File: src/rtl/blit_sram.sv
// Single-port async SRAM responder for the arbiter's req/ack bus; read ack after RD_WAIT+1 cycles, write ack after WR_WAIT+2.
// No backpressure: a request is taken only in IDLE or the ack cycle, otherwise it is dropped and ram_err latches.
module blit_sram #(
    parameter int RD_WAIT = 2,
    parameter int WR_WAIT = 2,
    parameter int TURN    = 1
) (
    input  logic        clk,
    input  logic        rst,
    input  logic        ram_req,
    input  logic [17:0] ram_addr,
    input  logic [15:0] ram_wdata,
    input  logic [1:0]  ram_wstrb,
    input  logic        ram_we,
    output logic        ram_ack,
    output logic [15:0] ram_rdata,
    output logic        ram_err,
    output logic [17:0] sram_addr,
    output logic [15:0] sram_dq_o,
    input  logic [15:0] sram_dq_i,
    output logic        sram_dq_oe,
    output logic        sram_ce_n,
    output logic        sram_oe_n,
    output logic        sram_we_n,
    output logic        sram_lb_n,
    output logic        sram_ub_n
);

    typedef enum logic [2:0] {IDLE, TURNWAIT, READ, WSETUP, WPULSE, WHOLD} state_t;

    state_t      state_q, state_d;
    logic [3:0]  cnt_q, cnt_d;
    logic [1:0]  turn_q, turn_d, turn_dec, need_turn;
    logic [1:0]  wstrb_q, wstrb_d;
    logic        ack_q, ack_d, err_q, err_d;
    logic [15:0] rdata_q, rdata_d, dq_o_q, dq_o_d;
    logic [17:0] addr_q, addr_d;
    logic        dq_oe_q, dq_oe_d, ce_n_q, ce_n_d, oe_n_q, oe_n_d;
    logic        we_n_q, we_n_d, lb_n_q, lb_n_d, ub_n_q, ub_n_d;

    // turn_q counts dead cycles still owed before oe_n may drop, including the current one
    assign turn_dec = (turn_q == 2'd0) ? 2'd0 : turn_q - 2'd1;

    always_comb begin
        state_d   = state_q;
        cnt_d     = cnt_q;
        turn_d    = turn_q;
        wstrb_d   = wstrb_q;
        ack_d     = 1'b0;
        err_d     = err_q;
        rdata_d   = rdata_q;
        addr_d    = addr_q;
        dq_o_d    = dq_o_q;
        dq_oe_d   = 1'b0;
        ce_n_d    = 1'b1;
        oe_n_d    = 1'b1;
        we_n_d    = 1'b1;
        lb_n_d    = 1'b1;
        ub_n_d    = 1'b1;
        need_turn = 2'd0;

        case (state_q)
            IDLE: turn_d = turn_dec;
            TURNWAIT: begin
                if (turn_q <= 2'd1) begin
                    state_d = READ;
                    turn_d  = 2'd0;
                    cnt_d   = 4'd0;
                    ce_n_d  = 1'b0;
                    oe_n_d  = 1'b0;
                    lb_n_d  = 1'b0;
                    ub_n_d  = 1'b0;
                end else begin
                    turn_d = turn_q - 2'd1;
                end
            end
            READ: begin
                if (cnt_q == 4'(RD_WAIT - 1)) begin
                    rdata_d = sram_dq_i;
                    ack_d   = 1'b1;
                    state_d = IDLE;
                end else begin
                    cnt_d  = cnt_q + 4'd1;
                    ce_n_d = 1'b0;
                    oe_n_d = 1'b0;
                    lb_n_d = 1'b0;
                    ub_n_d = 1'b0;
                end
            end
            WSETUP: begin
                state_d = WPULSE;
                cnt_d   = 4'd0;
                ce_n_d  = 1'b0;
                dq_oe_d = 1'b1;
                we_n_d  = 1'b0;
                lb_n_d  = ~wstrb_q[0];
                ub_n_d  = ~wstrb_q[1];
            end
            WPULSE: begin
                ce_n_d  = 1'b0;
                dq_oe_d = 1'b1;
                if (cnt_q == 4'(WR_WAIT - 1)) begin
                    state_d = WHOLD;
                    ack_d   = 1'b1;
                end else begin
                    cnt_d  = cnt_q + 4'd1;
                    we_n_d = 1'b0;
                    lb_n_d = ~wstrb_q[0];
                    ub_n_d = ~wstrb_q[1];
                end
            end
            WHOLD: begin
                state_d = IDLE;
                turn_d  = 2'(TURN);
            end
            default: state_d = IDLE;
        endcase

        if (ram_req) begin
            if (state_q == IDLE || state_q == WHOLD) begin
                addr_d  = ram_addr;
                wstrb_d = ram_wstrb;
                cnt_d   = 4'd0;
                if (ram_we) begin
                    state_d = WSETUP;
                    dq_o_d  = ram_wdata;
                    ce_n_d  = 1'b0;
                    dq_oe_d = 1'b1;
                end else begin
                    need_turn = (state_q == WHOLD) ? 2'(TURN) : turn_dec;
                    if (need_turn != 2'd0) begin
                        state_d = TURNWAIT;
                        turn_d  = need_turn;
                    end else begin
                        state_d = READ;
                        ce_n_d  = 1'b0;
                        oe_n_d  = 1'b0;
                        lb_n_d  = 1'b0;
                        ub_n_d  = 1'b0;
                    end
                end
            end else begin
                err_d = 1'b1;
            end
        end
    end

    always_ff @(posedge clk) begin
        if (rst) begin
            state_q <= IDLE;
            cnt_q   <= 4'd0;
            turn_q  <= 2'd0;
            wstrb_q <= 2'd0;
            ack_q   <= 1'b0;
            err_q   <= 1'b0;
            rdata_q <= 16'd0;
            addr_q  <= 18'd0;
            dq_o_q  <= 16'd0;
            dq_oe_q <= 1'b0;
            ce_n_q  <= 1'b1;
            oe_n_q  <= 1'b1;
            we_n_q  <= 1'b1;
            lb_n_q  <= 1'b1;
            ub_n_q  <= 1'b1;
        end else begin
            state_q <= state_d;
            cnt_q   <= cnt_d;
            turn_q  <= turn_d;
            wstrb_q <= wstrb_d;
            ack_q   <= ack_d;
            err_q   <= err_d;
            rdata_q <= rdata_d;
            addr_q  <= addr_d;
            dq_o_q  <= dq_o_d;
            dq_oe_q <= dq_oe_d;
            ce_n_q  <= ce_n_d;
            oe_n_q  <= oe_n_d;
            we_n_q  <= we_n_d;
            lb_n_q  <= lb_n_d;
            ub_n_q  <= ub_n_d;
        end
    end

    assign ram_ack    = ack_q;
    assign ram_rdata  = rdata_q;
    assign ram_err    = err_q;
    assign sram_addr  = addr_q;
    assign sram_dq_o  = dq_o_q;
    assign sram_dq_oe = dq_oe_q;
    assign sram_ce_n  = ce_n_q;
    assign sram_oe_n  = oe_n_q;
    assign sram_we_n  = we_n_q;
    assign sram_lb_n  = lb_n_q;
    assign sram_ub_n  = ub_n_q;

endmodule

File: config.mk
export PLATFORM = sky130hd
export DESIGN_NAME = blit_sram
export DESIGN_NICKNAME = d
export VERILOG_FILES = /design/src/rtl/blit_sram.sv
export SDC_FILE = /design/constraint.sdc
export NUM_CORES = 1
export LEC_CHECK = 0
export BUFFER_PORTS_ARGS = -buffer_cell sky130_fd_sc_hd__buf_2
export CAP_MARGIN = 20
export CORE_MARGIN = 4
export CORE_UTILIZATION = 51
export CTS_CLUSTER_DIAMETER = 60
export DETAILED_ROUTE_END_ITERATION = 8
export PLACE_DENSITY_LB_ADDON = 0.2
export SKIP_CTS_REPAIR_TIMING = 1
export SLEW_MARGIN = 20
export SYNTH_ARGS = -nofsm -noshare
export SYNTH_HDL_FRONTEND = slang
export SYNTH_SLANG_ARGS = --single-unit
File: constraint.sdc
create_clock -name clk -period 2.9 [get_ports clk]
set_input_delay 0.435 -clock clk [delete_from_list [all_inputs] [get_ports clk]]
set_output_delay 0.435 -clock clk [all_outputs]
set_load 0.05 [all_outputs]
* Yosys cells after proc, flatten, opt, wreduce, memory -nomap -nowiden
Index checks and enable logic that the tools add are counted.
Word-level totals: bits in registers 69, output and inout port bits 58, word-level logic and storage cells 89
Operators by class: reduce and logical (&&, ||, !) cells 11, magnitude comparators 1, equal/unequal tests 6, muxes and demuxes 50, bitwise gates (word level) 4, add/subtract/negate cells 2
Operator list (count):
- $mux W1 | 24
- $mux W2 | 9
- $mux W4 | 4
- $mux W3 | 5
- $pmux W3 S5 | 1
- $pmux W4 S3 | 1
- $pmux W1 S4 | 2
- $eq A3 B2 Y1 const B | 2
- $eq A3 B3 Y1 const B | 2
- $pmux W2 S3 | 1
- $reduce_and A2 Y1 | 3
- $reduce_or A2 Y1 | 3
- $add A4 B1 Y4 const B | 1
- $eq A4 B1 Y1 const B | 1
- $not A1 Y1 | 4
- $pmux W1 S2 | 2
- $eq A3 B1 Y1 const B | 1
- $logic_not A3 Y1 | 1
- $pmux W1 S3 | 1
- $reduce_and A3 Y1 | 1
- $le A2 B1 Y1 const B | 1
- $logic_not A2 Y1 | 1
- $reduce_bool A2 Y1 | 1
- $sub A2 B1 Y2 const B | 1
- $logic_or A1 B1 Y1 | 1

* Logic depth before layout (Yosys ltp)
Gate-level depths: netlist of run 1.
word-level depth 8, mapped depth 8, gate-level depth less buffers 6

* Worst setup path after synthesis of run 1
No wires, ideal clock.
kind register -> register, from register cnt_q[0], to register rdata_q[10] (netlist: ram_rdata[10]), data arrival time 1362 ps, path buffers 1, setup slack 1406 ps, required time 2768 ps, stages on the path, launching flop included 7, library setup time 132 ps, path through dfxtp_1 -> ha_1 -> nor3b_4 -> nand3_1 -> buf_2 -> nand2_1 -> a21oi_1
Between the ends: longest elaborated chain between the ends 2
Ends and longest elaborated chain:
- start, declared | line 32 | logic [3:0] cnt_q, cnt_d;
- start signal, assigned | line 167 | cnt_q <= cnt_d;
- $eq A4 B1 Y1 | line 78 | if (cnt_q == 4'(RD_WAIT - 1)) begin
- $reduce_and A2 Y1 (no line)
- end signal, assigned | line 172 | rdata_q <= rdata_d;
- end, declared | line 36 | logic [15:0] rdata_q, rdata_d, dq_o_q, dq_o_d;
Every way passes these cells. A chain may end at the register's enable or synchronous reset.

* Final worst setup path of run 1
from register state_q[0], to register dq_o_q[14] (netlist: sram_dq_o[14])
Between the ends: longest elaborated chain between the ends 3, elaborated cells on any way between the ends 4, classes of those cells eq/ne (1); reduce/logical (3)
Ends and longest elaborated chain:
- start, declared | line 31 | state_t state_q, state_d;
- start signal, assigned | line 166 | state_q <= state_d;
- $eq A3 B3 Y1 or $logic_not A3 Y1 (tied branches) | line 120 | if (state_q == IDLE || state_q == WHOLD) begin
- $logic_or A1 B1 Y1 * | line 120
- $reduce_and A3 Y1 (no line) *
- end signal, assigned | line 174 | dq_o_q <= dq_o_d;
- end, declared | line 36
Mark *: on every way between the ends. The rest lies on a longest branch, timed or not.

==> results of run 1 <==
## worst min-delay path, delay by kind of cell
| family | cells | cell delay [ps] |
|---|---|---|
| and+or+nand+nor | 1 | 40 |
| buffers and inverters | 1 | 90 |
| AOI/OAI and AO/OA | 1 | 50 |
## worst paths after layout
| check | cells past startpoint | slack, ps | to |
|---|---|---|---|
| max | 5 | 930 | sram_dq_o[14]$_SDFFE_PP0P_ |
| min reg2reg | 2 | 450 | ram_rdata[3]$_SDFFE_PP0P_ |
| min | 3 | 330 | ram_rdata[14]$_SDFFE_PP0P_ |
| max reg2reg | 5 | 930 | sram_dq_o[14]$_SDFFE_PP0P_ |
## Yosys cell counts, drive strengths merged, types with 3 or more instances
| library cell | instances |
|---|---|
| a21oi | 59 |
| and2 | 3 |
| buf | 11 |
| clkbuf | 11 |
| dfxtp | 69 |
| inv | 4 |
| nand2 | 94 |
| nand2b | 5 |
| nand3 | 24 |
| nor2 | 12 |
| nor2b | 4 |
| nor3 | 3 |
| o21ai | 6 |
## report_power, final
part | total [mW] | internal, mW | switching [mW]
registers | 1.05 | 1.01 | 0.0432
logic | 0.514 | 0.146 | 0.369
clock network | 0.777 | 0.459 | 0.319
## sequential cells by signal, indices dropped and copies added, names as in the netlist
signal	flops
ram_ack	1
sram_ub_n	1
sram_dq_oe	1
turn_q	2
ram_rdata	16
ram_err	1
sram_addr	18
sram_oe_n	1
sram_we_n	1
cnt_q	4
sram_ce_n	1
state_q	3
sram_lb_n	1
wstrb_q	2
sram_dq_o	16
## routing by layer
| metal | routed length, um | global-route usage | up-vias |
|---|---|---|---|
| met1 | 2930 | 0.248 | 1159 |
| li1 | - | - | 1319 |
| met5 | 0 | 0 | - |
| met3 | 579 | 0.0640 | 13 |
| met2 | 3050 | 0.320 | 95 |
| met4 | 130 | 0.0947 | 0 |
## logic make-up after synthesis
| kind of cell | after synthesis | synth area share |
|---|---|---|
| AND/OR/NAND/NOR | 152 | 0.259 |
| AO/OA/AOI/OAI | 79 | 0.161 |
| flip-flops | 69 | 0.492 |
| buffers and inverters | 26 | 0.0691 |
| XOR/XNOR | 2 | 0.00624 |
| adder cells (fa/ha/maj) | 2 | 0.00891 |
| multiplexers | 1 | 0.00357 |
## cell type report
| class | count | area share |
|---|---|---|
| clock buffer | 13 | 0.0483 |
| clock inverter | 1 | 0.00859 |
| inverter | 4 | 0.00429 |
| multi-input combinational | 236 | 0.353 |
| sequential | 69 | 0.395 |
| tap | 70 | 0.0251 |
| timing repair buffer | 115 | 0.166 |
## metrics by stage
step	instance area (um2)	utilization	std cells	total power, mW	hold slack [ps]
finish	3500	0.672	508	2.35	334
global route	3500	0.672	508	2.46	313
CTS	3500	0.672	508	2.37	318
detailed placement	3300	0.633	494	1.59	444
global placement	3300	0.633	494	1.58	439
floorplan	2810	-	331	1.48	437
==> summary.md, run 1 <==
| Metric | Value |
|---|---|
| Kind of cell with the highest combined delay on the critical path | `simple AND/OR/NAND/NOR gates` |
| Main area contributors after synthesis | `dfxtp_1 49%, nand2_1 13%, a21oi_1 9.8%` |
| Final min period | `1970 ps` |
| Root buffer cell | `clkbuf_8` |
| Core region area | `5200 um2` |
| Number of cells produced by synthesis | `331` |
| Worst path required time | `3160 ps` |
| Clock sink count | `69` |
| Leakage power figure | `1.53 nW` |
| Clock latency on the worst-skew pair | `330 ps` |
| Mean Syn Cell Area | `8.48 um2` |
| Final global-route overflow total | `0` |
| Fraction of post-synthesis cell area in the top cell type by area | `0.492` |
| Critical path class | `flop to flop` |
| CTS H-tree depth | `3` |
| Number of enable-type register cells in the synthesized netlist | `0` |
| First DRT Iteration DRCs | `90` |
| Register bit count reported by yosys | `69` |
| Layout fillers | `480` |
| Max Cap Viol | `0` |
| Number of nets in the final layout | `493` |
| Launch point of the worst hold path | `sram_dq_i[14]` |
| Antenna Cells | `0` |
| Wirelength, routed | `6.69 mm` |
| Number of placed I/O pins | `114` |
| Buffers & Inverters on Critical Path | `1` |
| Storage cell area | `1380 um2` |
| Kind of start point of the critical path | `flop` |
| Most area-hungry cell type in the Yosys netlist | `dfxtp_1` |
| Vias per std cell | `5.09` |
| Post-synth design cell area | `2810 um2` |
| Highest-delay cell along the critical path | `nor3_4` |
| Total negative setup slack | `0 ps` |
| GRT Overall Usage | `0.202` |
| Setup WS post-layout | `932 ps` |
| Vias in the first global route | `2375` |
| FFs w/ async S/R, synth | `0` |
| Final clock period utilization by the worst path | `0.679` |
| Synthesis-to-finish area growth | `24.5%` |
| Multi-input combinational cell area | `1230 um2` |
| Sum of net half-perimeters after detailed placement | `4.68 mm` |
| Crit Path Max Fanout | `22` |
| Most used flip-flop cell after synthesis | `dfxtp_1` |
| PortBufs | `113` |
| Number of vias in the routed layout | `2586` |
| Count of yosys warnings during synthesis | `0` |
| Peak supply drop | `361 uV` |
| WL/cell | `13.2 um` |
| Final Hold Violating Endpoints | `0` |
| DRT Pass-1 Iters | `4` |
| Die Wd | `82.2 um` |
| Starting density of the core | `0.539` |
| Maximum cell stage delay along the critical path | `580 ps` |
| Share of post-route cells with drive strength above 1 | `0.329` |
| Antenna violation net count after detailed routing | `0` |
| Detailed-route DRC error count | `0` |
| Pin count of the biggest net entering global routing | `46` |
| Highest Clock Rate | `508 MHz` |
| Global-route wire length before repair | `10.5 mm` |
| Global placer's final weighted congestion | `0.762` |
| Relative slew slack | `0.428` |
| Post-synth cell types | `43` |
| Inserted Clock Buffers | `9` |
| Arrival time worst endpoint | `2220 ps` |
| Element type at the critical path end | `flop` |
| Clock tree from TritonCTS | `done` |
| Critical register-to-register path startpoint | `state_q[0]$_SDFF_PP0_` |
| Clk pin slew, worst setup/hold paths | `70 ps` |
| Most frequent cells in the layout | `113 x buf_2, 94 x nand2_1, 69 x dfxtp_1, 55 x a21oi_1, 20 x nand3_1` |
| Run status | `complete, no violations` |
| Class of the tightest hold or removal check | `primary input to flop` |
| Initial antenna violation count | `0` |
| Power density relative to cell area | `671 nW/um2` |
| Crit path from | `state_q[0]$_SDFF_PP0_` |
| Series of cell instances along the critical path | `nor2b_4 > nor3_4 > buf_4 > nand3_1 > a21oi_1` |
| Maximum clock skew at final layout | `6.20 ps` |
| Setup repair after global routing missed its margin | `false` |
| Height of the die | `82.2 um` |
| Leading cell type in the layout, fill and taps excluded | `buf_2` |
| Final setup violation count | `0` |
| Clock buffer depth | `2` |
| Count of standard-cell rows | `26` |
| Max Slew Vio Count | `0` |
| Actual transition at the worst max-transition pin | `859 ps` |
| Die area | `6760 um2` |
| Nets in the synthesized netlist | `389` |
| Setup WS pre-CTS | `958 ps` |
| Post-synthesis sequential area ratio | `0.492` |
(Power assumes the default switching activity.)
==> run 2, diff against run 1 <==
- CORE_UTILIZATION: 51 -> 48
- clock period: 2.9 -> 2 ns (I/O delays scaled with it)
==> run 2 against run 1 <==
Against the previous run: setup slack got worse by 600 ps; global-route usage fell by 0.95 points; critical path type unchanged; utilization decreased by 3.6 points; die area is 5.6% higher; design area is 1.4% higher; routed wire length decreased by 0.61%; sequential cell count unchanged.
==> summary.md, run 2 (synthesis gave the netlist of run 1 again) <==
| Metric | Value |
|---|---|
| Run status | `complete, no violations` |
| Antenna Cells | `0 (unchanged)` |
| Fraction of the core area covered by cells at the end of the flow | `0.636 (-0.0359)` |
| Die area | `7140 um2 (+5.6%)` |
| Clk pin slew, worst setup/hold paths | `80 ps (about the same)` |
| Layout fillers | `528 (+10%)` |
| Leakage power figure | `1.55 nW (+1.3%)` |
| Vias per std cell | `5.06 (-0.52%)` |
| Final Hold Violating Endpoints | `0 (unchanged)` |
| Sum of net half-perimeters after detailed placement | `4.70 mm (+0.37%)` |
| Leading cell type in the layout, fill and taps excluded | `buf_2` |
| Multi-input combinational cell area | `1230 um2 (unchanged)` |
| Height of the die | `84.5 um (+2.8%)` |
| Actual transition at the worst max-transition pin | `624 ps (-235 ps)` |
| DRT Pass-1 Iters | `4 (unchanged)` |
| Clock latency on the worst-skew pair | `330 ps (about the same)` |
| Die Wd | `84.5 um (+2.8%)` |
| Critical path class | `flop to flop` |
| Inserted Clock Buffers | `9 (unchanged)` |
| Min-Delay Path Depth | `3 (unchanged)` |
| Flip-flop count of the largest register after layout | `18 (unchanged)` |
| Pin count of the biggest net entering global routing | `37 (-20%)` |
| Total power | `3.36 mW (+43%)` |
| Antenna violation net count after detailed routing | `0 (unchanged)` |
| Element type at the critical path end | `flop` |
| Setup WS post-layout | `336 ps (-596 ps)` |
| GRT Overall Usage | `0.192 (-0.00946)` |
| Final setup violation count | `0 (unchanged)` |
| Core region area | `5570 um2 (+7.1%)` |
| Wirelength, routed | `6.64 mm (-0.61%)` |
| Setup repair after global routing missed its margin | `false` |
| Global-route wire length before repair | `11.4 mm (+8.6%)` |
| Final clock period utilization by the worst path | `0.832 (+0.153)` |
| Final global-route overflow total | `0 (unchanged)` |
| Share of post-route cells with drive strength above 1 | `0.339 (+0.00983)` |
| Critical register-to-register path startpoint | `cnt_q[1]$_SDFF_PP0_` |
| Vias in the first global route | `2509 (+5.6%)` |
| Count of standard-cell rows | `27 (+3.8%)` |
| Root buffer cell | `clkbuf_8` |
| Max Slew Vio Count | `0 (unchanged)` |
| PortBufs | `113 (unchanged)` |
| Kind of cell with the highest combined delay on the critical path | `simple AND/OR/NAND/NOR gates` |
| Crit path from | `cnt_q[1]$_SDFF_PP0_` |
| Total negative setup slack | `0 ps (unchanged)` |
| Crit Path Max Fanout | `8 (-64%)` |
| Power density relative to cell area | `949 nW/um2 (+41%)` |
| Max Cap Viol | `0 (unchanged)` |
| Synthesis-to-finish area growth | `26.2%` |
| Clock sink count | `69 (unchanged)` |
| Levels on crit path | `6 (+1)` |
| Number of nets in the final layout | `497 (+0.81%)` |
| Global placer's final weighted congestion | `0.762 (about the same)` |
| First DRT Iteration DRCs | `135 (+50%)` |
| Maximum cell stage delay along the critical path | `420 ps (-160 ps)` |
| Clock buffer depth | `2 (unchanged)` |
| Buffers & Inverters on Critical Path | `1 (unchanged)` |
| Depth of the worst register-to-register path | `6 (+1)` |
| Relative slew slack | `0.584 (+0.157)` |
| Highest-delay cell along the critical path | `nor3_1` |
| Final min period | `1660 ps (-304 ps)` |
| CTS H-tree depth | `3 (unchanged)` |
| Kind of start point of the critical path | `flop` |
| Smallest hold slack | `198 ps (-136 ps)` |
| Clock tree from TritonCTS | `done` |
| Most frequent cells in the layout | `113 x buf_2, 94 x nand2_1, 69 x dfxtp_1, 55 x a21oi_1, 20 x nand3_1` |
| Detailed-route DRC error count | `0 (unchanged)` |
| Peak supply drop | `596 uV (+65%)` |
| Number of vias in the routed layout | `2608 (+0.85%)` |
| Highest Clock Rate | `601 MHz (+18%)` |
| Starting density of the core | `0.504 (-0.0357)` |
| Number of placed I/O pins | `114 (unchanged)` |
| Maximum clock skew at final layout | `9.03 ps (+2.83 ps)` |
| Launch point of the worst hold path | `ram_addr[11]` |
| Worst path required time | `2240 ps (-920 ps)` |
| WL/cell | `12.9 um (-2.0%)` |
| Setup WS pre-CTS | `374 ps (-583 ps)` |
| Storage cell area | `1380 um2 (unchanged)` |
| Arrival time worst endpoint | `1910 ps (-310 ps)` |
| Initial antenna violation count | `0 (unchanged)` |
| Class of the tightest hold or removal check | `primary input to flop` |
| Series of cell instances along the critical path | `inv_1 > ha_1 > nor3b_4 > nor3_1 > nor2_1 > a311oi_1` |
==> run 2: worst register-to-register path, stage by stage (launching register included) <==
cell	delay, ps
dfxtp_1	400
inv_1	70
ha_1	190
nor3b_4	180
nor3_1	420
nor2_1	80
a311oi_1	240
==> run 2: final cells by class <==
cell class | instances | area share
clock buffer | 9 | 0.0350
clock inverter | 6 | 0.0184
inverter | 4 | 0.00424
multi-input combinational | 236 | 0.348
sequential | 69 | 0.390
tap | 72 | 0.0254
timing repair buffer | 119 | 0.179
==> run 2: worst paths after layout <==
path | to | slack (ps)
setup / recovery | cnt_q[0]$_SDFF_PP0_ | 340
hold / removal | sram_addr[11]$_SDFFE_PP0P_ | 200
setup reg to reg | cnt_q[0]$_SDFF_PP0_ | 340
hold reg to reg | sram_addr[11]$_SDFFE_PP0P_ | 450
==> run 2: report_power, final <==
part	switching (mW)	internal (mW)
Clock	0.503	0.568
Combinational	0.536	0.230
Sequential	0.0597	1.47
Total	1.10	2.26
==> run 2: per-layer routing <==
layer  routed length, um  global-route usage  vias up
met5                   0                   0        -
met1                2920               0.235     1189
met4                 106              0.0763        0
met2                3080               0.307       81
met3                 537              0.0716       11
li1                    -                   -     1327
==> run 2: metrics by stage <==
stage,instances,instance area (um2)
6_report,515,3540
3_3_place_gp,500,3350
3_5_place_dp,500,3350
5_1_grt,515,3540
4_1_cts,515,3540
2_1_floorplan,331,2810
==> run 3, diff against run 2 <==
- CORE_UTILIZATION: 48 -> 43
- clock period: 2 -> 1.5 ns (I/O delays scaled with it)
==> run 3 against run 2 <==
Against the previous run: critical path type unchanged; largest cell class unchanged; register-to-register slack lost 350 ps; routed wire length grew 9.3%; cell count grew 4.5%; the flow now finishes with violations (negative setup slack); largest power group unchanged; clock power grew 83%; design area grew 10%; setup slack lost 350 ps.
==> summary.md, run 3 (synthesis gave the netlist of run 1 again) <==
| Metric | Value |
|---|---|
| Run status | `complete, but fails checks` |
| Failing checks | `negative setup slack` |
| Inserted Clock Buffers | `9 (unchanged)` |
| Global-route wire length before repair | `10.9 mm (-4.4%)` |
| Clk pin slew, worst setup/hold paths | `80 ps (about the same)` |
| PortBufs | `113 (unchanged)` |
| Leakage power figure | `1.73 nW (+12%)` |
| Critical path class | `flop to flop` |
| Routed length on met3 | `576 um (+7.3%)` |
| Detailed-route DRC error count | `0 (unchanged)` |
| Global placer's final weighted congestion | `0.889 (+17%)` |
| Met2 wire length | `3.56 mm (+16%)` |
| Pin count of the biggest net entering global routing | `37 (unchanged)` |
| Series of cell instances along the critical path | `inv_2 > ha_4 > nor3b_4 > and3_4 > clkbuf_16 > nand2_1 > a21oi_1` |
| Total power | `5.15 mW (+53%)` |
| Vias in the first global route | `2501 (-0.32%)` |
| Height of the die | `88.8 um (+5.1%)` |
| Number of vias in the routed layout | `2696 (+3.4%)` |
| Synthesis-to-finish area growth | `39.0%` |
| Clock buffer depth | `2 (unchanged)` |
| CTS H-tree depth | `3 (unchanged)` |
| Share of post-route cells with drive strength above 1 | `0.419 (+0.0801)` |
| Maximum clock skew at final layout | `9.04 ps (+0.00944 ps)` |
| Die Wd | `88.8 um (+5.1%)` |
| Clock latency on the worst-skew pair | `330 ps (about the same)` |
| Die area | `7890 um2 (+11%)` |
| Final global-route overflow total | `0 (unchanged)` |
| Sum of net half-perimeters after detailed placement | `4.92 mm (+4.7%)` |
| Number of placed I/O pins | `114 (unchanged)` |
| Final Hold Violating Endpoints | `0 (unchanged)` |
| Clock tree from TritonCTS | `done` |
| WL/cell | `13.5 um (+4.7%)` |
| Clock sink count | `69 (unchanged)` |
| Wire length the detailed router placed on met1 | `3.07 mm (+5.2%)` |
| Number of nets in the final layout | `514 (+3.4%)` |
| Max Cap Viol | `0 (unchanged)` |
| GRT Overall Usage | `0.173 (-0.0198)` |
| Crit Path Max Fanout | `8 (unchanged)` |
| Antenna violation net count after detailed routing | `0 (unchanged)` |
| Maximum cell stage delay along the critical path | `330 ps (-90 ps)` |
| Antenna Cells | `0 (unchanged)` |
| Core region area | `6350 um2 (+14%)` |
| Count of standard-cell rows | `29 (+7.4%)` |
| Final clock period utilization by the worst path | `1.01 (+0.175)` |
| Top Layer Used | `met4` |
| Highest Clock Rate | `662 MHz (+10%)` |
| Final min period | `1510 ps (-154 ps)` |
| Initial antenna violation count | `0 (unchanged)` |
| Starting density of the core | `0.442 (-0.0615)` |
| Actual transition at the worst max-transition pin | `293 ps (-330 ps)` |
| DRT Pass-1 Iters | `4 (unchanged)` |
| Class of the tightest hold or removal check | `primary input to flop` |
| Arrival time worst endpoint | `1770 ps (-140 ps)` |
| Wirelength, routed | `7.26 mm (+9.3%)` |
| Worst path required time | `1760 ps (-480 ps)` |
| Setup repair after global routing missed its margin | `true` |
| Max Slew Vio Count | `0 (unchanged)` |
| Kind of start point of the critical path | `flop` |
| Setup WS post-layout | `-10.4 ps (-346 ps)` |
| Setup WS pre-CTS | `32.1 ps (-342 ps)` |
| Relative slew slack | `0.799 (+0.215)` |
| Most frequent cells in the layout | `113 x buf_2, 86 x nand2_1, 64 x dfxtp_1, 47 x a21oi_1, 20 x nand3_1` |
| Final setup violation count | `6 (+6)` |
| Vias per std cell | `5.01 (-1.0%)` |
| Leading cell type in the layout, fill and taps excluded | `buf_2` |
| Power density relative to cell area | `1320 nW/um2 (+39%)` |
| Flip-flop count of the largest register after layout | `18 (unchanged)` |
| Peak supply drop | `756 uV (+27%)` |
| Element type at the critical path end | `flop` |
| First DRT Iteration DRCs | `89 (-34%)` |
| Total negative setup slack | `-31.9 ps (-31.9 ps)` |
| Highest-delay cell along the critical path | `dfxtp_2` |
| Root buffer cell | `clkbuf_8` |
## run 3: power breakdown
| part | internal [mW] | leakage [nW] | switching, mW |
|---|---|---|---|
| Combinational | 0.397 | 1.03 | 0.761 |
| Clock | 1.28 | 0.131 | 0.686 |
| Sequential | 1.96 | 0.565 | 0.0756 |
| Total | 3.63 | 1.73 | 1.52 |
## run 3: per-stage QoR
step / cell area [um2] / util / hold WS (ps) / cells
2_1_floorplan: 2810 / - / 356 / 331
3_3_place_gp: 3480 / 0.548 / 439 / 519
3_5_place_dp: 3480 / 0.548 / 444 / 519
4_1_cts: 3740 / 0.589 / 107 / 535
5_1_grt: 3900 / 0.615 / 116 / 538
6_report: 3900 / 0.615 / 127 / 538
## run 3: final timing paths
kind	from	end	slack [ps]	cells past startpoint
setup / recovery	cnt_q[1]$_SDFF_PP0_	ram_rdata[8]$_SDFFE_PP0P_	-10	7
setup reg to reg	cnt_q[1]$_SDFF_PP0_	ram_rdata[8]$_SDFFE_PP0P_	-10	7
hold reg to reg	ram_rdata[4]$_SDFFE_PP0P_	ram_rdata[4]$_SDFFE_PP0P_	450	2
hold / removal	ram_wstrb[0]	wstrb_q[0]$_SDFFE_PP0P_	130	3
## run 3: worst max-delay path, delay by kind of cell, from the launching register on
family,cells,cell delay [ps]
AO/OA/AOI/OAI,1,110
flip-flops,1,330
buffers and inverters,2,230
AND/OR/NAND/NOR,3,620
adder cells (fa/ha/maj),1,140
## run 3: layer usage
layer,GRT usage,vias up
li1,-,1361
met3,0.0456,8
met2,0.299,92
met4,0.0618,0
met5,0,-
met1,0.205,1235
## run 3: cell type report
| type | instances | area [um2] |
|---|---|---|
| timing repair buffer | 136 | 811 |
| clock inverter | 6 | 134 |
| clock buffer | 10 | 128 |
| inverter | 4 | 15.0 |
| multi-input combinational | 236 | 1330 |
| fill | 544 | 2450 |
| sequential | 69 | 1390 |
| tap | 77 | 96.3 |
